File: src/rtl/user_btn_decoder_if.sv
// Button decoder bus: the raw pin going in and the conditioned
// level/event pulses coming out. The decoder uses the slave modport;
// whatever drives the pin and consumes the events uses the master modport.
interface user_btn_decoder_if;
  logic USER_BTN;
  logic btn_level;
  logic press_pulse;
  logic release_pulse;
  logic short_pulse;
  logic long_pulse;
  logic repeat_pulse;

  modport master (
    output USER_BTN,
    input  btn_level, press_pulse, release_pulse, short_pulse,
           long_pulse, repeat_pulse
  );

  modport slave (
    input  USER_BTN,
    output btn_level, press_pulse, release_pulse, short_pulse,
           long_pulse, repeat_pulse
  );
endinterface

File: src/rtl/user_btn_decoder.sv
// user_btn_decoder: turns the raw board push-button into a debounced level
// and single-cycle press / release / short / long events on CLK12M.
// Optional auto-repeat while long-held is built only when the macro
// BTN_AUTOREPEAT_EN is defined; otherwise repeat_pulse is tied to 0.
module user_btn_decoder #(
  parameter int DEBOUNCE_CYCLES = 120000,
  parameter int LONG_CYCLES     = 6000000,
  parameter int REPEAT_CYCLES   = 1200000,
  parameter bit BTN_ACTIVE_LOW  = 1'b1
) (
  input  logic                 CLK12M,
  input  logic                 reset,
  user_btn_decoder_if.slave    bus
);

  localparam int DEB_W  = $clog2(DEBOUNCE_CYCLES);
  localparam int HOLD_W = $clog2(LONG_CYCLES);
  localparam logic [DEB_W-1:0]  DEB_MAX  = DEB_W'(DEBOUNCE_CYCLES - 1);
  localparam logic [HOLD_W-1:0] HOLD_MAX = HOLD_W'(LONG_CYCLES - 1);

  // Reject parameter sets for which the counters cannot express their limits.
  if (DEBOUNCE_CYCLES < 2 || LONG_CYCLES <= DEBOUNCE_CYCLES || REPEAT_CYCLES < 2)
  begin : g_bad_params
    $error("user_btn_decoder: illegal cycle parameters");
  end

  typedef enum logic [2:0] {
    IDLE,
    DEB_PRESS,
    PRESSED,
    LONG,
    DEB_RELEASE
  } state_t;

  state_t              state;
  logic                sync1, sync2;
  logic                raw_s;
  logic [DEB_W-1:0]    deb_cnt;
  logic [HOLD_W-1:0]   hold_cnt;
  logic                long_flag;
  logic                level_q;
  logic                press_q, release_q, short_q, long_q;

`ifdef BTN_AUTOREPEAT_EN
  localparam int REP_W = $clog2(REPEAT_CYCLES);
  localparam logic [REP_W-1:0] REP_MAX = REP_W'(REPEAT_CYCLES - 1);
  logic [REP_W-1:0] rep_cnt;
  logic             repeat_q;
`endif

  // Two-flop synchronizer; both flops idle at the unpressed pin level.
  // NOTE: sequential state uses non-blocking assignments so every flop
  // samples the pre-edge value of the others.
  always_ff @(posedge CLK12M or posedge reset) begin
    if (reset) begin
      sync1 <= BTN_ACTIVE_LOW;
      sync2 <= BTN_ACTIVE_LOW;
    end else begin
      sync1 <= bus.USER_BTN;
      sync2 <= sync1;
    end
  end

  // Normalise polarity: raw_s = 1 means the button is pressed.
  assign raw_s = sync2 ^ BTN_ACTIVE_LOW;

  // Debounce / hold FSM with all outputs registered; pulses self-clear.
  always_ff @(posedge CLK12M or posedge reset) begin
    if (reset) begin
      state     <= IDLE;
      deb_cnt   <= '0;
      hold_cnt  <= '0;
      long_flag <= 1'b0;
      level_q   <= 1'b0;
      press_q   <= 1'b0;
      release_q <= 1'b0;
      short_q   <= 1'b0;
      long_q    <= 1'b0;
`ifdef BTN_AUTOREPEAT_EN
      rep_cnt   <= '0;
      repeat_q  <= 1'b0;
`endif
    end else begin
      press_q   <= 1'b0;
      release_q <= 1'b0;
      short_q   <= 1'b0;
      long_q    <= 1'b0;
`ifdef BTN_AUTOREPEAT_EN
      repeat_q  <= 1'b0;
`endif
      case (state)
        IDLE: begin
          if (raw_s) begin
            state   <= DEB_PRESS;
            deb_cnt <= '0;
          end
        end
        DEB_PRESS: begin
          if (!raw_s) begin
            state <= IDLE;
          end else if (deb_cnt == DEB_MAX) begin
            state     <= PRESSED;
            level_q   <= 1'b1;
            press_q   <= 1'b1;
            hold_cnt  <= '0;
            long_flag <= 1'b0;
          end else begin
            deb_cnt <= deb_cnt + DEB_W'(1);
          end
        end
        PRESSED: begin
          // A release candidate wins over the hold limit; hold_cnt freezes.
          if (!raw_s) begin
            state   <= DEB_RELEASE;
            deb_cnt <= '0;
          end else if (hold_cnt == HOLD_MAX) begin
            state     <= LONG;
            long_q    <= 1'b1;
            long_flag <= 1'b1;
`ifdef BTN_AUTOREPEAT_EN
            rep_cnt   <= '0;
`endif
          end else begin
            hold_cnt <= hold_cnt + HOLD_W'(1);
          end
        end
        LONG: begin
          if (!raw_s) begin
            state   <= DEB_RELEASE;
            deb_cnt <= '0;
          end
`ifdef BTN_AUTOREPEAT_EN
          else if (rep_cnt == REP_MAX) begin
            repeat_q <= 1'b1;
            rep_cnt  <= '0;
          end else begin
            rep_cnt <= rep_cnt + REP_W'(1);
          end
`endif
        end
        DEB_RELEASE: begin
          // A bounce back to pressed resumes the hold where it left off.
          if (raw_s) begin
            state <= long_flag ? LONG : PRESSED;
          end else if (deb_cnt == DEB_MAX) begin
            state     <= IDLE;
            level_q   <= 1'b0;
            release_q <= 1'b1;
            short_q   <= !long_flag;
`ifdef BTN_AUTOREPEAT_EN
            rep_cnt   <= '0;
`endif
          end else begin
            deb_cnt <= deb_cnt + DEB_W'(1);
          end
        end
        default: state <= IDLE;
      endcase
    end
  end

  assign bus.btn_level     = level_q;
  assign bus.press_pulse   = press_q;
  assign bus.release_pulse = release_q;
  assign bus.short_pulse   = short_q;
  assign bus.long_pulse    = long_q;
`ifdef BTN_AUTOREPEAT_EN
  assign bus.repeat_pulse  = repeat_q;
`else
  assign bus.repeat_pulse  = 1'b0;
`endif

endmodule

File: src/flat_wrapper.sv
// flat-port wrapper written by rule: the top's interface ports become plain ports
module user_btn_decoder_flat 
#(
  parameter int DEBOUNCE_CYCLES = 120000,
  parameter int LONG_CYCLES     = 6000000,
  parameter int REPEAT_CYCLES   = 1200000,
  parameter bit BTN_ACTIVE_LOW  = 1'b1
)
  (CLK12M, reset, bus_USER_BTN, bus_btn_level, bus_press_pulse, bus_release_pulse, bus_short_pulse, bus_long_pulse, bus_repeat_pulse);
  user_btn_decoder_if bus_i ();
  input  logic CLK12M;
  input  logic reset;
  input wire logic [$bits(bus_i.USER_BTN)-1:0] bus_USER_BTN;
  output wire logic [$bits(bus_i.btn_level)-1:0] bus_btn_level;
  output wire logic [$bits(bus_i.press_pulse)-1:0] bus_press_pulse;
  output wire logic [$bits(bus_i.release_pulse)-1:0] bus_release_pulse;
  output wire logic [$bits(bus_i.short_pulse)-1:0] bus_short_pulse;
  output wire logic [$bits(bus_i.long_pulse)-1:0] bus_long_pulse;
  output wire logic [$bits(bus_i.repeat_pulse)-1:0] bus_repeat_pulse;
  assign bus_i.USER_BTN = bus_USER_BTN;
  assign bus_btn_level = bus_i.btn_level;
  assign bus_press_pulse = bus_i.press_pulse;
  assign bus_release_pulse = bus_i.release_pulse;
  assign bus_short_pulse = bus_i.short_pulse;
  assign bus_long_pulse = bus_i.long_pulse;
  assign bus_repeat_pulse = bus_i.repeat_pulse;
  user_btn_decoder #(.DEBOUNCE_CYCLES(DEBOUNCE_CYCLES), .LONG_CYCLES(LONG_CYCLES), .REPEAT_CYCLES(REPEAT_CYCLES), .BTN_ACTIVE_LOW(BTN_ACTIVE_LOW)) u_core (.CLK12M(CLK12M), .reset(reset), .bus(bus_i));
endmodule
File: config.mk
export PLATFORM = sky130hd
export DESIGN_NAME = user_btn_decoder_flat
export DESIGN_NICKNAME = d
export VERILOG_FILES = /design/src/rtl/user_btn_decoder_if.sv /design/src/rtl/user_btn_decoder.sv /design/src/flat_wrapper.sv
export SDC_FILE = /design/constraint.sdc
export NUM_CORES = 1
export LEC_CHECK = 0
export CORE_MARGIN = 1
export CORE_UTILIZATION = 65
export CTS_CLUSTER_DIAMETER = 50
export CTS_CLUSTER_SIZE = 25
export DETAILED_ROUTE_END_ITERATION = 10
export PLACE_DENSITY = 0.95
export SLEW_MARGIN = 20
export SYNTH_ARGS = -nofsm -noshare
export SYNTH_HDL_FRONTEND = slang
export SYNTH_SLANG_ARGS = --single-unit
File: constraint.sdc
create_clock -name CLK12M -period 4.99 [get_ports CLK12M]
set_input_delay 0.499 -clock CLK12M [delete_from_list [all_inputs] [get_ports CLK12M]]
set_output_delay 0.499 -clock CLK12M [all_outputs]
set_load 0.03 [all_outputs]
# ---- Word-level counts from Yosys, hierarchy flattened
# Cells that the tools add are included.
dict set report totals {
  reg_bits 51
  output_inout_bits 6
}
dict set report op_classes {
  add_sub_neg 2
  n_reduce_logical 11
  mux 41
  eq_ne 19
}
# cell count
set op_table {}
lappend op_table {{2-to-1 mux 23 bit} 4}
lappend op_table {{2-to-1 mux 17 bit} 5}
lappend op_table {{one-hot mux 17 bit (4 select lines)} 1}
lappend op_table {{one-hot mux 23 bit (2 select lines)} 1}
lappend op_table {{AND reduction 5 bit} 5}
lappend op_table {{2-to-1 mux 3 bit} 8}
lappend op_table {{adder 23 x 1 -> 23 bit, second input constant} 1}
lappend op_table {{== test 23 bit, second input constant} 1}
lappend op_table {{2-to-1 mux 1 bit} 19}
lappend op_table {{adder 17 x 1 -> 17 bit, second input constant} 1}
lappend op_table {{== test 17 bit, second input constant} 1}
lappend op_table {{one-hot mux 3 bit (5 select lines)} 1}
lappend op_table {{!= test 2 x 1 -> 1 bit, second input constant} 6}
lappend op_table {{!= test 2 bit, second input constant} 4}
lappend op_table {{== test 3 x 2 -> 1 bit, second input constant} 2}
lappend op_table {{!= test 3 x 1 -> 1 bit, second input constant} 2}
lappend op_table {{one-hot mux 1 bit (2 select lines)} 2}
lappend op_table {{nonzero test 2 bit} 2}
lappend op_table {{nonzero test 4 bit} 1}
lappend op_table {{== test 3 x 1 -> 1 bit, second input constant} 1}
lappend op_table {{== test 3 bit, second input constant} 1}
lappend op_table {{zero test 3 bit} 1}
lappend op_table {{!= test 3 bit, second input constant} 1}
lappend op_table {{OR reduction 2 bit} 1}
lappend op_table {{zero test 1 bit} 1}

# ---- Logic depth before layout (Yosys ltp)
# Gate-level depths: netlist of the first run.
dict set report depth {
  word_depth 4
  depth_mapped 9
  ltp_nobuf 7
}

# ---- Worst setup path before layout of the first run
# No wires, ideal clock.
dict set report synth_timing {
  path_type {reg2reg}
  from {register u_core.deb_cnt[0]}
  to {register u_core.hold_cnt[22]}
  stages_incl_launch_ff 8
  t_arrival_ns 2.187
  n_path_buf 0
  required_time_ns 4.865
  slack_ns 2.678
  cell_sequence {dfrtp_1 -> ha_1 -> nand2_1 -> or3_1 -> or3_4 -> a2111oi_4 -> nand3_2 -> mux2_4}
}
dict set report synth_via {
  elab_chain_len 3
}
# element line_no
set synth_rtl {}
lappend synth_rtl {{from (decl)} user_btn_decoder.sv:38} ;# logic [DEB_W-1:0] deb_cnt;
lappend synth_rtl {{from (signal assigned)} user_btn_decoder.sv:108} ;# deb_cnt <= deb_cnt + DEB_W'(1);
lappend synth_rtl {{from (signal assigned)} user_btn_decoder.sv:154} ;# deb_cnt <= deb_cnt + DEB_W'(1);
lappend synth_rtl {{== test 17 bit} user_btn_decoder.sv:101} ;# end else if (deb_cnt == DEB_MAX) begin
lappend synth_rtl {{!= test 2 x 1 -> 1 bit (no source line)} -}
lappend synth_rtl {{AND reduction 5 bit (no source line)} -}
lappend synth_rtl {{to (signal assigned)} user_btn_decoder.sv:124} ;# hold_cnt <= hold_cnt + HOLD_W'(1);
lappend synth_rtl {{to (decl)} user_btn_decoder.sv:39} ;# logic [HOLD_W-1:0] hold_cnt;
# Every way passes these cells.
# A chain may end at the register's enable or synchronous reset.

# ---- Worst setup path after layout of the first run
dict set report layout_timing {
  from {register u_core.hold_cnt[18]}
  to {register u_core.hold_cnt[11]}
}
dict set report layout_via {
  elab_chain_len 3
}
# element line_no
set layout_rtl {}
lappend layout_rtl {{== test 23 bit} user_btn_decoder.sv:116} ;# end else if (hold_cnt == HOLD_MAX) begin
lappend layout_rtl {{!= test 2 bit (no source line)} -}
lappend layout_rtl {{AND reduction 5 bit (no source line)} -}
# Every way passes these cells.

==> results of run 1 <==
==> state kept, by name, summed over array words and instances (netlist names) <==
signal                    flops
u_core.bus.press_pulse        1
u_core.bus.long_pulse         1
u_core.bus.btn_level          1
u_core.hold_cnt              23
u_core.bus.release_pulse      1
u_core.long_flag              1
u_core.bus.short_pulse        1
u_core.deb_cnt               17
u_core.sync1                  1
u_core.state                  3
u_core.sync2                  1
==> worst reg2reg max path, cell delays in order (launching register included) <==
cell and delay [ns]:
dfrtp_1 0.44, or4b_1 0.52, or4_1 0.44, nor4_1 0.75, buf_4 0.29, nor3_1 0.07
xnor2_1 0.14, nor2_1 0.06
==> layout make-up <==
type / instances / area (um2) / share of cell area [%]
clock inverter: 2 / 35.0 / 1.18
timing repair buffer: 9 / 85.1 / 2.85
inverter: 6 / 23.8 / 0.798
clock buffer: 6 / 82.6 / 2.77
multi-input combinational: 229 / 1410 / 47.4
tap: 50 / 62.6 / 2.10
sequential: 51 / 1280 / 42.9
==> cells in the mapped netlist (3+ instances only) <==
library cell  instances  area [um2]
clkbuf_1              8        30.0
nor4_1                8        50.1
inv_1                 6        22.5
a21oi_1               7        35.0
nand3_1              19        95.1
and3_1                4        25.0
nor3_1               16        80.1
xnor2_1              26         228
nor2b_1               6        37.5
nor2_1               49         184
or2_2                 3        18.8
o21ai_0              12        60.1
nand4_1               8        50.1
buf_2                 3        15.0
nand2b_1              5        31.3
nand2_1              21        78.8
xor2_1                6        52.6
nor4bb_1              3        30.0
dfrtp_1              49        1230
or3_1                 4        25.0
==> through the flow <==
| step | hold WS, ns | area, um2 | setup slack [ns] | power [W] | utilization [%] |
|---|---|---|---|---|---|
| after detailed placement | 0.348 | 2860 | 2.21 | 0.000488 | 70.9 |
| final | 0.359 | 2980 | 2.14 | 0.000778 | 74.0 |
| after global placement | 0.345 | 2850 | 2.37 | 0.000486 | 70.7 |
| after floorplan | 0.345 | 2760 | 2.68 | 0.000475 | - |
| after CTS | 0.361 | 2970 | 2.18 | 0.000779 | 73.8 |
| after global routing | 0.367 | 2980 | 1.98 | 0.000800 | 74.0 |
==> kinds of logic after synthesis <==
| kind of cell | after synthesis | share of synthesized area, % |
|---|---|---|
| and+or+nand+nor | 161 | 30.7 |
| DFF | 51 | 46.4 |
| xor gates and xnor gates | 32 | 10.2 |
| AOI/OAI and AO/OA | 30 | 7.54 |
| buffers and inverters | 18 | 2.72 |
| muxes | 3 | 1.36 |
| adders and majority gates | 2 | 0.908 |
| other | 1 | 0.136 |
==> power by group <==
group	switching [W]	internal, W
Combinational	0.0000366	0.0000151
Sequential	0.00000897	0.000420
Clock	0.000135	0.000162
==> worst max path at each step <==
stage               slack, ns           startpoint                   to
floorplan                2.68    u_core.deb_cnt[0]  u_core.hold_cnt[22]
global placement         2.37  u_core.hold_cnt[18]  u_core.hold_cnt[11]
detailed placement       2.21  u_core.hold_cnt[18]  u_core.hold_cnt[11]
CTS                      2.18  u_core.hold_cnt[18]  u_core.hold_cnt[11]
global route             1.98  u_core.hold_cnt[18]   u_core.hold_cnt[9]
finish                   2.14  u_core.hold_cnt[18]  u_core.hold_cnt[11]
==> layer usage <==
metal	up-vias	routed length, um
met5	-	0
met4	0	92
met3	10	284
met2	72	2710
met1	1087	2470
li1	1040	-
==> results by group, run 1 <==
Synth
  • Syn Nets: 303
  • Cells after Synth: 298
  • Share of the yosys chip area belonging to registers: 46.4%
  • Async set-or-reset flop fraction in the synthesized netlist: 100%
  • Post-synth EDFFs: 0
  • Ys Warns: 0
  • Most used DFF post-synth: dfrtp_1
  • Mean post-synth cell area: 9.25 um2
  • Mapped Area: 2760 um2
  • FF+latch count, synth: around 50
  • Post-synthesis cell type count: 49

Critical path
  • Worst path cell trace: or4b_1 -> or4_1 -> nor4_1 -> buf_4 -> nor3_1 -> xnor2_1 -> nor2_1
  • Worst setup EP type: flip-flop
  • Worst reg-to-reg setup slack: between 2 and 2.5 ns
  • Crit path launch type: flip-flop
  • CP delay by family, top: simple AND/OR/NAND/NOR gates
  • FF-to-FF End: u_core.hold_cnt[11]
  • Slowest-stage cell, CP: nor4_1
  • Required time worst endpoint: 5.15 ns
  • Worst Path Max Fanout: 6
  • Max incr delay on CP: 0.75 ns
  • Endpoint arrival time on the critical path: roughly 3 ns
  • Stages on the worst setup path: 7
  • Worst-case reg-to-reg path depth: 7
  • Worst Setup Path Type: reg -> reg
  • Worst path bufs/invs: 1
  • RR Startpoint: u_core.hold_cnt[18]

Outcome
  • Status: complete, no violations

Drt
  • Drt first-iter violations: between 200 and 250
  • DR vias/cell: 6.26
  • Routed wire length: 5550 um
  • Routed Antenna Nets: 0
  • Wire per inst: 15.7 um
  • DRC Markers: 0
  • Number of detailed-route iterations in the first pass: 5
  • Via count: 2209

Floorplanning
  • Die area: between 4000 and 5000 um2
  • Ports: 9
  • Die width: 67.1 um
  • Core area: 4030 um2
  • Row count: 23
  • Initial Util: 68.4%
  • Die Ht: 67.1 um

STA
  • Slew margin rel.: 34.9%
  • RSZ-0062 raised after global routing: no
  • Slew Viols, Final: 0
  • Setup TNS: 0 ns
  • Final period utilization: 57.1%
  • Final setup viols: 0
  • Hold Fails Final Rpt: 0
  • FMAX: 351 MHz
  • Worst slew pin tran: 0.968 ns
  • Tmin final: 2.85 ns
  • Clock Skews: 0.00735 ns

CTS
  • Insertion delay to the later sink of the worst-skew pair: around 0.31 ns
  • CTS Buf Count: 5
  • Num Clock Sinks: 51
  • Hold buffer count at cts: 0
  • Post-CTS Resized: 0
  • Clock slew at reported path FFs: 0.09 ns
  • H-tree Lvls: 2
  • CTS max path bufs: 2
  • Root Driver: clkbuf_8
  • TritonCTS clock tree: done
  • Setup bufs post-CTS: 0

Global route
  • GRT met3 Usage: 5.99%
  • Gr usage total: between 20% and 30%
  • Met2 Use GR: between 40 and 50%
  • Met1 Use GR: 37.5%
  • Largest net degree at the start of global routing: 52
  • Number of global-route vias before repair: 2023
  • Most Used Layer, Global Route: met2
  • First-pass GRT wire length: 9330 um
  • Initial antenna violation count: 0
  • Grt total ovfl: 0

Layout
  • P&R area growth vs syn: 8.17%
  • Share of cells above drive strength 1: 9.24%
  • Final non-filler cell total: around 350
  • Fill count: between 200 and 300
  • N_diodes: 0
  • Fin nets: 307
  • Commonest non-fill, non-tap cells in the layout: nor2_1, dfrtp_1, xnor2_1

Flow run
  • Max_cap viols: 0

Power
  • Static leakage: 1.20 nW
  • Peak VDD IR: 0.000161 V
  • Pwr dens: about 260 nW/um2

Place
  • Final HPWL DP: 3800 um
  • Final Wtd Congestion: roughly 0.86
  • Cell count after placement: 345
  • Buffers on Ports: 7

Min path
  • Hold Path Class: reg -> reg
  • Hold-critical path depth: 0
  • Hold path endpoint: u_core.sync2
  • Hold path start: u_core.sync1
Power figures use the tool's default switching activity.
==> run 2, diff against run 1 <==
--- a/config.mk
+++ b/config.mk
@@ -6,11 +6,11 @@
 export NUM_CORES = 1
 export LEC_CHECK = 0
 export CORE_MARGIN = 1
-export CORE_UTILIZATION = 65
+export CORE_UTILIZATION = 55
 export CTS_CLUSTER_DIAMETER = 50
 export CTS_CLUSTER_SIZE = 25
 export DETAILED_ROUTE_END_ITERATION = 10
-export PLACE_DENSITY = 0.95
+export PLACE_DENSITY = 0.87
 export SLEW_MARGIN = 20
 export SYNTH_ARGS = -nofsm -noshare
 export SYNTH_HDL_FRONTEND = slang
==> constraint.sdc (replaced) <==
create_clock -name CLK12M -period 2.5 [get_ports CLK12M]
set_input_delay 0.25 -clock CLK12M [delete_from_list [all_inputs] [get_ports CLK12M]]
set_output_delay 0.25 -clock CLK12M [all_outputs]
set_load 0.03 [all_outputs]
==> results by group, run 2 (synthesis gave the netlist of run 1 again) <==
Power
  • Clk network pwr share: 34.5%
  • Internal Pwr Total: about 0.0011 W
  • Sequential share of power: 57.2%
  • Net Sw Frac: 23.8%
  • Peak VDD IR: 0.000338 V
  • Total power: ~0.0015 W
  • Static leakage: approximately 1.2 nW
  • Pwr dens: 487 nW/um2
  • Comb power frac: under 10%
  • Sw Pwr: around 0.00035 W

STA
  • Slew Viols, Final: 0
  • Worst slew pin tran: 0.627 ns
  • Setup TNS: 0 ns
  • Min Hold Slack: 0.348 ns
  • Clock Skews: 0.00509 ns
  • Hold Fails Final Rpt: 0
  • FMAX: 417 MHz
  • Final setup viols: 0
  • Final period utilization: 96.0%
  • Tmin final: 2.40 ns
  • Slew margin rel.: 58.2%

Drt
  • Number of detailed-route iterations in the first pass: 4
  • Wire per inst: 14.3 um
  • Drt first-iter violations: 135
  • Routed Antenna Nets: 0
  • DRC Markers: 0
  • Routed wire length: 5460 um
  • DR vias/cell: 5.74
  • Via count: approximately 2200

Critical path
  • CP delay by family, top: simple AND/OR/NAND/NOR gates
  • Crit path launch type: flip-flop
  • Required time worst endpoint: 2.69 ns
  • Worst Path Max Fanout: 4
  • Worst path cell trace: ha_1 -> nand2_1 -> or3_1 -> or3_4 -> a2111oi_4 -> nand3_2 -> mux2_4
  • Worst setup EP type: flip-flop
  • Setup crit start: u_core.deb_cnt[0]
  • Endpoint arrival time on the critical path: 2.59 ns
  • RR Startpoint: u_core.deb_cnt[0]
  • Worst path bufs/invs: 0
  • Max incr delay on CP: around 0.42 ns
  • Slowest-stage cell, CP: or3_4
  • Worst Setup Path Type: reg -> reg

CTS
  • Setup bufs post-CTS: 0
  • Hold buffer count at cts: 0
  • Clock slew at reported path FFs: 0.09 ns
  • H-tree Lvls: 2
  • Root Driver: clkbuf_8
  • CTS Buf Count: 5
  • CTS max path bufs: 2
  • Num Clock Sinks: 51
  • TritonCTS clock tree: done
  • Post-CTS Resized: 0
  • Insertion delay to the later sink of the worst-skew pair: 0.30 ns

Floorplanning
  • Initial Util: between 50 and 60%
  • Die Ht: 72.8 um
  • Die width: 72.8 um
  • Ports: 9
  • Core area: ~4800 um2
  • Row count: 25
  • Die area: between 5000 and 6000 um2

Place
  • Final Wtd Congestion: 0.848
  • Final HPWL DP: 3790 um
  • Cell count after placement: 373
  • Buffers on Ports: 7

Global route
  • Number of global-route vias before repair: 2131
  • Initial antenna violation count: 0
  • Grt total ovfl: 0
  • Gr usage total: 23.3%
  • Largest net degree at the start of global routing: 52
  • First-pass GRT wire length: 9510 um

Layout
  • N_diodes: 0
  • Top Registers: u_core.hold_cnt (23), u_core.deb_cnt (17), u_core.state (3)
  • Max reg flops: 23
  • Final non-filler cell total: 382
  • Reg with most FFs: u_core.hold_cnt
  • Share of cells above drive strength 1: between 10% and 20%
  • P&R area growth vs syn: 11.1%
  • Fin nets: 319
  • Commonest non-fill, non-tap cells in the layout: nor2_1, dfrtp_1, xnor2_1

Min path
  • Hold path start: bus_USER_BTN
  • Hold Path Class: in -> reg

Outcome
  • Status: complete, no violations

Flow run
  • Max_cap viols: 0
[run 2: cell count changes in the layout (fill, tap and decap cells not counted), sizes merged]
cell and delta:
bufinv -1, buf +12, clkbuf +2, clkinv -2
inv +1
[run 2: worst paths after layout]
check	to	slack, ns	depth (start not counted)
setup / recovery	u_core.hold_cnt[22]	0.10	7
hold / removal	u_core.sync1	0.35	1
setup reg to reg	u_core.hold_cnt[22]	0.10	7
hold reg to reg	u_core.sync2	0.36	0
max in group asynchronous	u_core.hold_cnt[17]	1.65	3
min in group asynchronous	u_core.hold_cnt[1]	0.44	3
[run 2: layout make-up]
type	count	area [um2]
Sequential cell	51	1280
Inverter	6	22.5
Multi-Input combinational cell	229	1400
Tap cell	67	83.8
Timing Repair Buffer	21	175
Fill cell	367	1720
Clock buffer	8	100
[run 2: layer usage]
| metal | up-vias | GRT usage, % | part of all wire [%] |
|---|---|---|---|
| li1 | 1062 | - | - |
| met5 | - | 0 | 0 |
| met2 | 67 | 37.4 | 48 |
| met3 | 21 | 4.28 | 3.9 |
| met4 | 0 | 9.15 | 2.3 |
| met1 | 1043 | 31.4 | 46 |
[run 2: stage by stage]
step	instance area, um2	util [%]	setup slack, ns
2_1_floorplan	2760	-	0.188
3_3_place_gp	2950	61.7	0.127
3_5_place_dp	2950	61.7	0.0640
4_1_cts	3050	63.8	0.0531
5_1_grt	3060	64.0	-0.00357
6_report	3060	64.0	0.100
[run 2: power groups by stage]
stage	sequential, W	combinational [W]	clock [W]
final	0.000852	0.000124	0.000514
after floorplan	0.000862	0.0000860	0
after detailed placement	0.000868	0.000121	0
after global placement	0.000866	0.000115	0
after global routing	0.000853	0.000140	0.000552
after CTS	0.000851	0.000121	0.000522
==> run 3, diff against run 2 <==
--- a/config.mk
+++ b/config.mk
@@ -5,8 +5,11 @@
 export SDC_FILE = /design/constraint.sdc
 export NUM_CORES = 1
 export LEC_CHECK = 0
+export ABC_AREA = 1
+export CELL_PAD_IN_SITES_DETAIL_PLACEMENT = 1
+export CELL_PAD_IN_SITES_GLOBAL_PLACEMENT = 1
 export CORE_MARGIN = 1
-export CORE_UTILIZATION = 55
+export CORE_UTILIZATION = 41
 export CTS_CLUSTER_DIAMETER = 50
 export CTS_CLUSTER_SIZE = 25
 export DETAILED_ROUTE_END_ITERATION = 10
==> results by group, run 3 <==
Outcome
  • Status: complete, no violations

Critical path
  • Crit path launch type: flip-flop
  • Worst path most repeated cell: nand2_1
  • Setup crit end: u_core.hold_cnt[1]
  • Worst setup EP type: flip-flop
  • Setup crit start: u_core.hold_cnt[0]
  • Slowest-stage cell, CP: dfrtp_1
  • Endpoint arrival time on the critical path: 2.30 ns
  • RR Startpoint: u_core.hold_cnt[0]
  • Max incr delay on CP: 0.47 ns
  • Worst Path Max Fanout: 32
  • Required time worst endpoint: 2.74 ns
  • FF-to-FF End: u_core.hold_cnt[1]
  • Worst reg-to-reg setup slack: 0.45 ns
  • Worst Setup Path Type: reg -> reg
  • Worst-case reg-to-reg path depth: 9
  • Worst path cell trace: ha_1 -> nand3_2 -> inv_2 -> nand2_1 -> nor2_1 -> nand3_1 -> nand3_4 -> nand2_1 -> o21ai_1

Power
  • Sequential share of power: around 45%
  • Static leakage: 1.50 nW
  • Internal Pwr Total: 0.00123 W
  • Comb power frac: 30.1%
  • Pwr dens: a little under 600 nW/um2
  • Clk network pwr share: about 25%
  • Sw Pwr: 0.000868 W
  • Peak VDD IR: 0.000439 V
  • Net Sw Frac: between 40% and 50%

STA
  • Final setup viols: 0
  • Tmin final: 2.05 ns
  • Clock Skews: around 0.018 ns
  • RSZ-0062 raised after global routing: no
  • Slew Viols, Final: 0
  • Setup TNS: 0 ns
  • Hold Fails Final Rpt: 0
  • Worst setup margin: roughly 0.45 ns
  • Final period utilization: between 80% and 90%
  • FMAX: 487 MHz

Synth
  • Cells after Synth: 486
  • FF+latch count, synth: between 50 and 60
  • Share of the yosys chip area belonging to registers: 38.3%
  • Ys Warns: 0
  • Mapped Area: about 3300 um2
  • Most common cell in the netlist: nand2_1
  • Mux cell area share after synthesis: 0%
  • Simple-gate share of the synthesized area: between 40% and 50%
  • Main combinational cell family by area after synthesis: simple AND/OR/NAND/NOR gates
  • Post-synthesis cell type count: 34
  • Most used DFF post-synth: dfrtp_1
  • Async set-or-reset flop fraction in the synthesized netlist: 100%
  • Mean post-synth cell area: 6.86 um2
  • Area fraction of the dominant cell type after synthesis: 36.8%
  • Compound-cell area share of the yosys netlist: 5.36%
  • Post-synth EDFFs: 0
  • Syn Nets: approximately 490
  • Synth top area cells: dfrtp_1, nand2_1, nor2_1
  • Area leader, netlist: dfrtp_1
  • Adder-cell share of the synthesized area: 0.750%
  • Synth top cells by count: nand2_1, nor2_1, dfrtp_1
  • Xor and xnor area share after synthesis: between 4 and 5%

Layout
  • Commonest non-fill, non-tap cells in the layout: nand2_1, nor2_1, dfrtp_1
  • Commonest non-fill, non-tap cell in the layout: nand2_1
  • Reg with most FFs: u_core.hold_cnt
  • Share of cells above drive strength 1: 8.11%
  • P&R area growth vs syn: 6.60%
  • Fin nets: 497
  • Max reg flops: 23
  • N_diodes: 0
  • Top Registers: u_core.hold_cnt (23), u_core.deb_cnt (17), u_core.state (3)
  • Fill count: 1056

Place
  • Buffers on Ports: 7
  • Dpl ws: 0.465 ns
  • Final HPWL DP: 6750 um
  • Final Wtd Congestion: about 0.85

CTS
  • Setup bufs post-CTS: 0
  • CTS max path bufs: 2
  • Num Clock Sinks: 51
  • Root Driver: clkbuf_8
  • Clock slew at reported path FFs: 0.11 ns
  • CTS Buf Count: 5
  • Insertion delay to the later sink of the worst-skew pair: 0.32 ns
  • Post-CTS Resized: 0
  • Hold buffer count at cts: 0
  • H-tree Lvls: 2
  • TritonCTS clock tree: done

Global route
  • Initial antenna violation count: 0
  • Grt total ovfl: 0
  • Number of global-route vias before repair: between 3000 and 4000
  • Largest net degree at the start of global routing: 33
  • Gr usage total: 22.2%
  • First-pass GRT wire length: 15100 um

Floorplanning
  • Die Ht: 92.2 um
  • Die area: 8500 um2
  • Core area: 7810 um2
  • Initial Util: between 40% and 50%
  • Die width: 92.2 um
  • Ports: 9
  • Row count: 32

Drt
  • Number of detailed-route iterations in the first pass: 4
  • Drt first-iter violations: 123
  • Wire per inst: between 10 and 15 um
  • Routed wire length: approximately 8700 um
  • Routed Antenna Nets: 0
  • DR vias/cell: about 5.2
  • Via count: 3077
  • DRC Markers: 0

Flow run
  • Max_cap viols: 0

Min path
  • Hold Path Class: in -> async
-- run 3: cell count changes in the layout (fill, tap and decap cells not counted), sizes merged, moves of 7 or more --
| cell | change |
|---|---|
| o21ai | +21 |
| nor3 | -12 |
| inv | +29 |
| nand3 | +24 |
| nor2 | +32 |
| nor4 | -7 |
| buf | -11 |
| xor2 | +9 |
| xnor2 | -22 |
| nand2 | +168 |
-- run 3: area by class of cell --
cell class | count | area, um2 | share of cell area [%]
Clock inverter | 3 | 26.3 | 0.739
Timing Repair Buffer | 10 | 92.6 | 2.60
Clock buffer | 5 | 68.8 | 1.94
Inverter | 34 | 128 | 3.59
Tap cell | 102 | 128 | 3.59
Multi-Input combinational cell | 390 | 1830 | 51.6
Sequential cell | 51 | 1280 | 36.0
-- run 3: through the flow --
step	total power, W	area [um2]	hold slack, ns	utilization [%]	std cells
after global routing	0.00222	3560	0.247	45.5	595
final	0.00210	3560	0.202	45.5	595
after detailed placement	0.00159	3460	0.353	44.3	587
after global placement	0.00155	3460	0.346	44.3	587
after floorplan	0.00150	3340	0.254	-	486
after CTS	0.00212	3560	0.209	45.5	595
-- run 3: logic make-up after synthesis --
family | count (synthesis)
AND/OR/NAND/NOR | 333
flip-flops | 51
buffers and inverters | 45
AO/OA/AOI/OAI | 35
XOR/XNOR | 19
adder cells (fa/ha/maj) | 2
other | 1
-- run 3: how the worst min path moves through the flow --
stage,slack [ns],from,endpoint,cells after the start
2_1_floorplan,0.25,bus_USER_BTN,u_core.sync1,0
3_5_place_dp,0.35,u_core.sync1,u_core.sync2,0
4_1_cts,0.21,reset,u_core.hold_cnt[7],2
5_1_grt,0.25,reset,u_core.hold_cnt[8],2
3_3_place_gp,0.35,u_core.sync1,u_core.sync2,0
6_report,0.20,reset,u_core.hold_cnt[8],2
-- run 3: layer usage --
metal / wire length, um / GRT usage [%] / vias to the layer above
li1: - / - / 1544
met1: 4080 / 29.2 / 1468
met2: 4210 / 37.7 / 50
met3: 248 / 2.49 / 15
met4: 144 / 7.94 / 0
met5: 0 / 0 / -
-- run 3: critical path: cells and delay by family, from the launching register on --
family,cells,cell delay [ns]
flip-flops,1,0.47
AND/OR/NAND/NOR,6,0.92
adder cells (fa/ha/maj),1,0.32
buffers and inverters,1,0.14
AO/OA/AOI/OAI,1,0.12
-- run 3: power by group through the flow --
stage,clock network (W),registers [W],logic (W)
after floorplan,0,0.000936,0.000562
after global placement,0,0.000948,0.000606
after detailed placement,0,0.000956,0.000633
after CTS,0.000541,0.000940,0.000635
after global routing,0.000566,0.000948,0.000704
final,0.000527,0.000941,0.000633
==> edit, RTL diff (settings of run 3) <==
`BTN_ACTIVE_LOW` is set to 1'b1 in 2 places; all go to 1'b0.
--- a/src/rtl/user_btn_decoder.sv
+++ b/src/rtl/user_btn_decoder.sv
@@ -7,5 +7,5 @@
   parameter int LONG_CYCLES     = 6000000,
   parameter int REPEAT_CYCLES   = 1200000,
-  parameter bit BTN_ACTIVE_LOW  = 1'b1
+  parameter bit BTN_ACTIVE_LOW  = 1'b0
 ) (
   input  logic                 CLK12M,
--- a/src/flat_wrapper.sv
+++ b/src/flat_wrapper.sv
@@ -5,5 +5,5 @@
   parameter int LONG_CYCLES     = 6000000,
   parameter int REPEAT_CYCLES   = 1200000,
-  parameter bit BTN_ACTIVE_LOW  = 1'b1
+  parameter bit BTN_ACTIVE_LOW  = 1'b0
 )
   (CLK12M, reset, bus_USER_BTN, bus_btn_level, bus_press_pulse, bus_release_pulse, bus_short_pulse, bus_long_pulse, bus_repeat_pulse);
Function: no difference found for any inputs over 10 cycles, from zero or initial values and one cycle with reset high; that may be too few to reach the edited logic, so the function may still have changed.
==> edit against run 3 <==
- global-route usage is 0.080 points higher
- sequential cell count stayed put
- largest power group unchanged
- worst setup slack worse by 0.066 ns
- wire length is 6.4% higher
- sequential power hardly changed
- largest cell class unchanged
- final area is 5.9% higher
- total power is 10% higher
- area after synthesis is 6.6% higher
- final cell count is 6.6% higher
- core utilization is 0.18 points lower
- worst hold slack hardly changed
- die area is 6.5% higher
- via count is 5.1% higher
==> edit: results (changes against run 3) <==
routing:
  met2RoutedLength_mm: 4.74  # was 4.21 mm
  vias_per_cell: 5.10  # was 5.17
  wl_met3_microns: 164  # was 248 microns
  wl_met1_mm: 4.24  # was 4.08 mm
worst_setup_path:
  arrival_ns: 2.38  # was 2.30 ns
  r2r_cells: 8  # was 9
  cp_max_fo: 21  # was 32
  r2r_slack_ns: 0.38  # was 0.45 ns
sta:
  skew_ns: 0.0126  # was 0.0180 ns
global_route:
  track_usage_pct: 22.3  # was 22.2%
  grt_pass1_wl_mm: 16.0  # was 15.1 mm
  grt_max_degree: 24  # was 33
  grt_pass1_vias: 3375  # was 3203
yosys:
  yosys-top-cells-area: "dfrtp_1 36%, nand2_1 20%, nor2_1 9.3%"  # was dfrtp_1 37%, nand2_1 20%, nor2_1 8.4%
  syn_inst: 523  # was 486
  yosys.area_share.adder_pct: 0.703  # was 0.750%
  synth.yosys.seq_area_share_pct: 35.9  # was 38.3%
  synth_nets: 528  # was 491
  synth_compound_area_share_pct: 3.31  # was 5.36%
  synth_common_cells: "187 x nand2_1, 88 x nor2_1, 51 x dfrtp_1"  # was 182 x nand2_1, 75 x nor2_1, 49 x dfrtp_1
  ys_types: 35  # was 34
outcome:
  status: "completed"  # unchanged
cells_and_area:
  fin_cells: 634  # was 595
  drive_gt1_share_pct: 12.1  # was 8.11%
placement:
  gp_congestion: 0.852  # was 0.854
pwr:
  irDropWorstVdd_v: 0.000306  # was 0.000439 V
## edit: area by class of cell
| cell class | count | area, sq um |
|---|---|---|
| multi-input cells | 410 | 1980 |
| flip-flops and latches | 51 | 1280 |
| fillers | 1103 | 4530 |
| clock buffers | 5 | 68.8 |
| well taps | 105 | 131 |
| repair buffers | 9 | 85.1 |
| clock inverters | 3 | 26.3 |
| inverters | 51 | 196 |
## edit: worst max-delay path: cells and delay by family, from the launching register on
kind	cells	cell delay, ns
and+or+nand+nor	5	0.97
buffers and inverters	2	0.51
DFF	1	0.46
AOI/OAI and AO/OA	1	0.10
## edit: per-stage QoR
stage,hold WS [ns],area [sq um]
floorplan,0.281,3560
global placement,0.335,3670
detailed placement,0.350,3670
CTS,0.214,3760
global route,0.231,3760
finish,0.203,3760
## edit: final timing paths
| check | from | end |
|---|---|---|
| min in group CLK12M | bus_USER_BTN | u_core.sync1$_DFF_PP0_ |
| max | u_core.state[0]$_DFFE_PP0P_ | u_core.deb_cnt[5]$_DFFE_PP0P_ |
| max reg2reg | u_core.state[0]$_DFFE_PP0P_ | u_core.deb_cnt[5]$_DFFE_PP0P_ |
| min reg2reg | u_core.sync1$_DFF_PP0_ | u_core.raw_s$_DFF_PP0_ |
| min | reset | u_core.deb_cnt[12]$_DFFE_PP0P_ |
| max in group asynchronous | reset | u_core.hold_cnt[19]$_DFFE_PP0P_ |
## edit: where the power goes
| group | switching [W] | total (W) | internal (W) |
|---|---|---|---|
| Combinational | 0.000647 | 0.000834 | 0.000187 |
| Sequential | 0.0000669 | 0.000939 | 0.000872 |
| Clock | 0.000334 | 0.000542 | 0.000207 |
| Total | 0.00105 | 0.00231 | 0.00127 |
## edit: per-layer routing
metal	track usage, %	up-vias
met5	0	-
met4	5.30	0
met3	3.27	12
met2	41.0	26
met1	27.2	1583
li1	-	1613
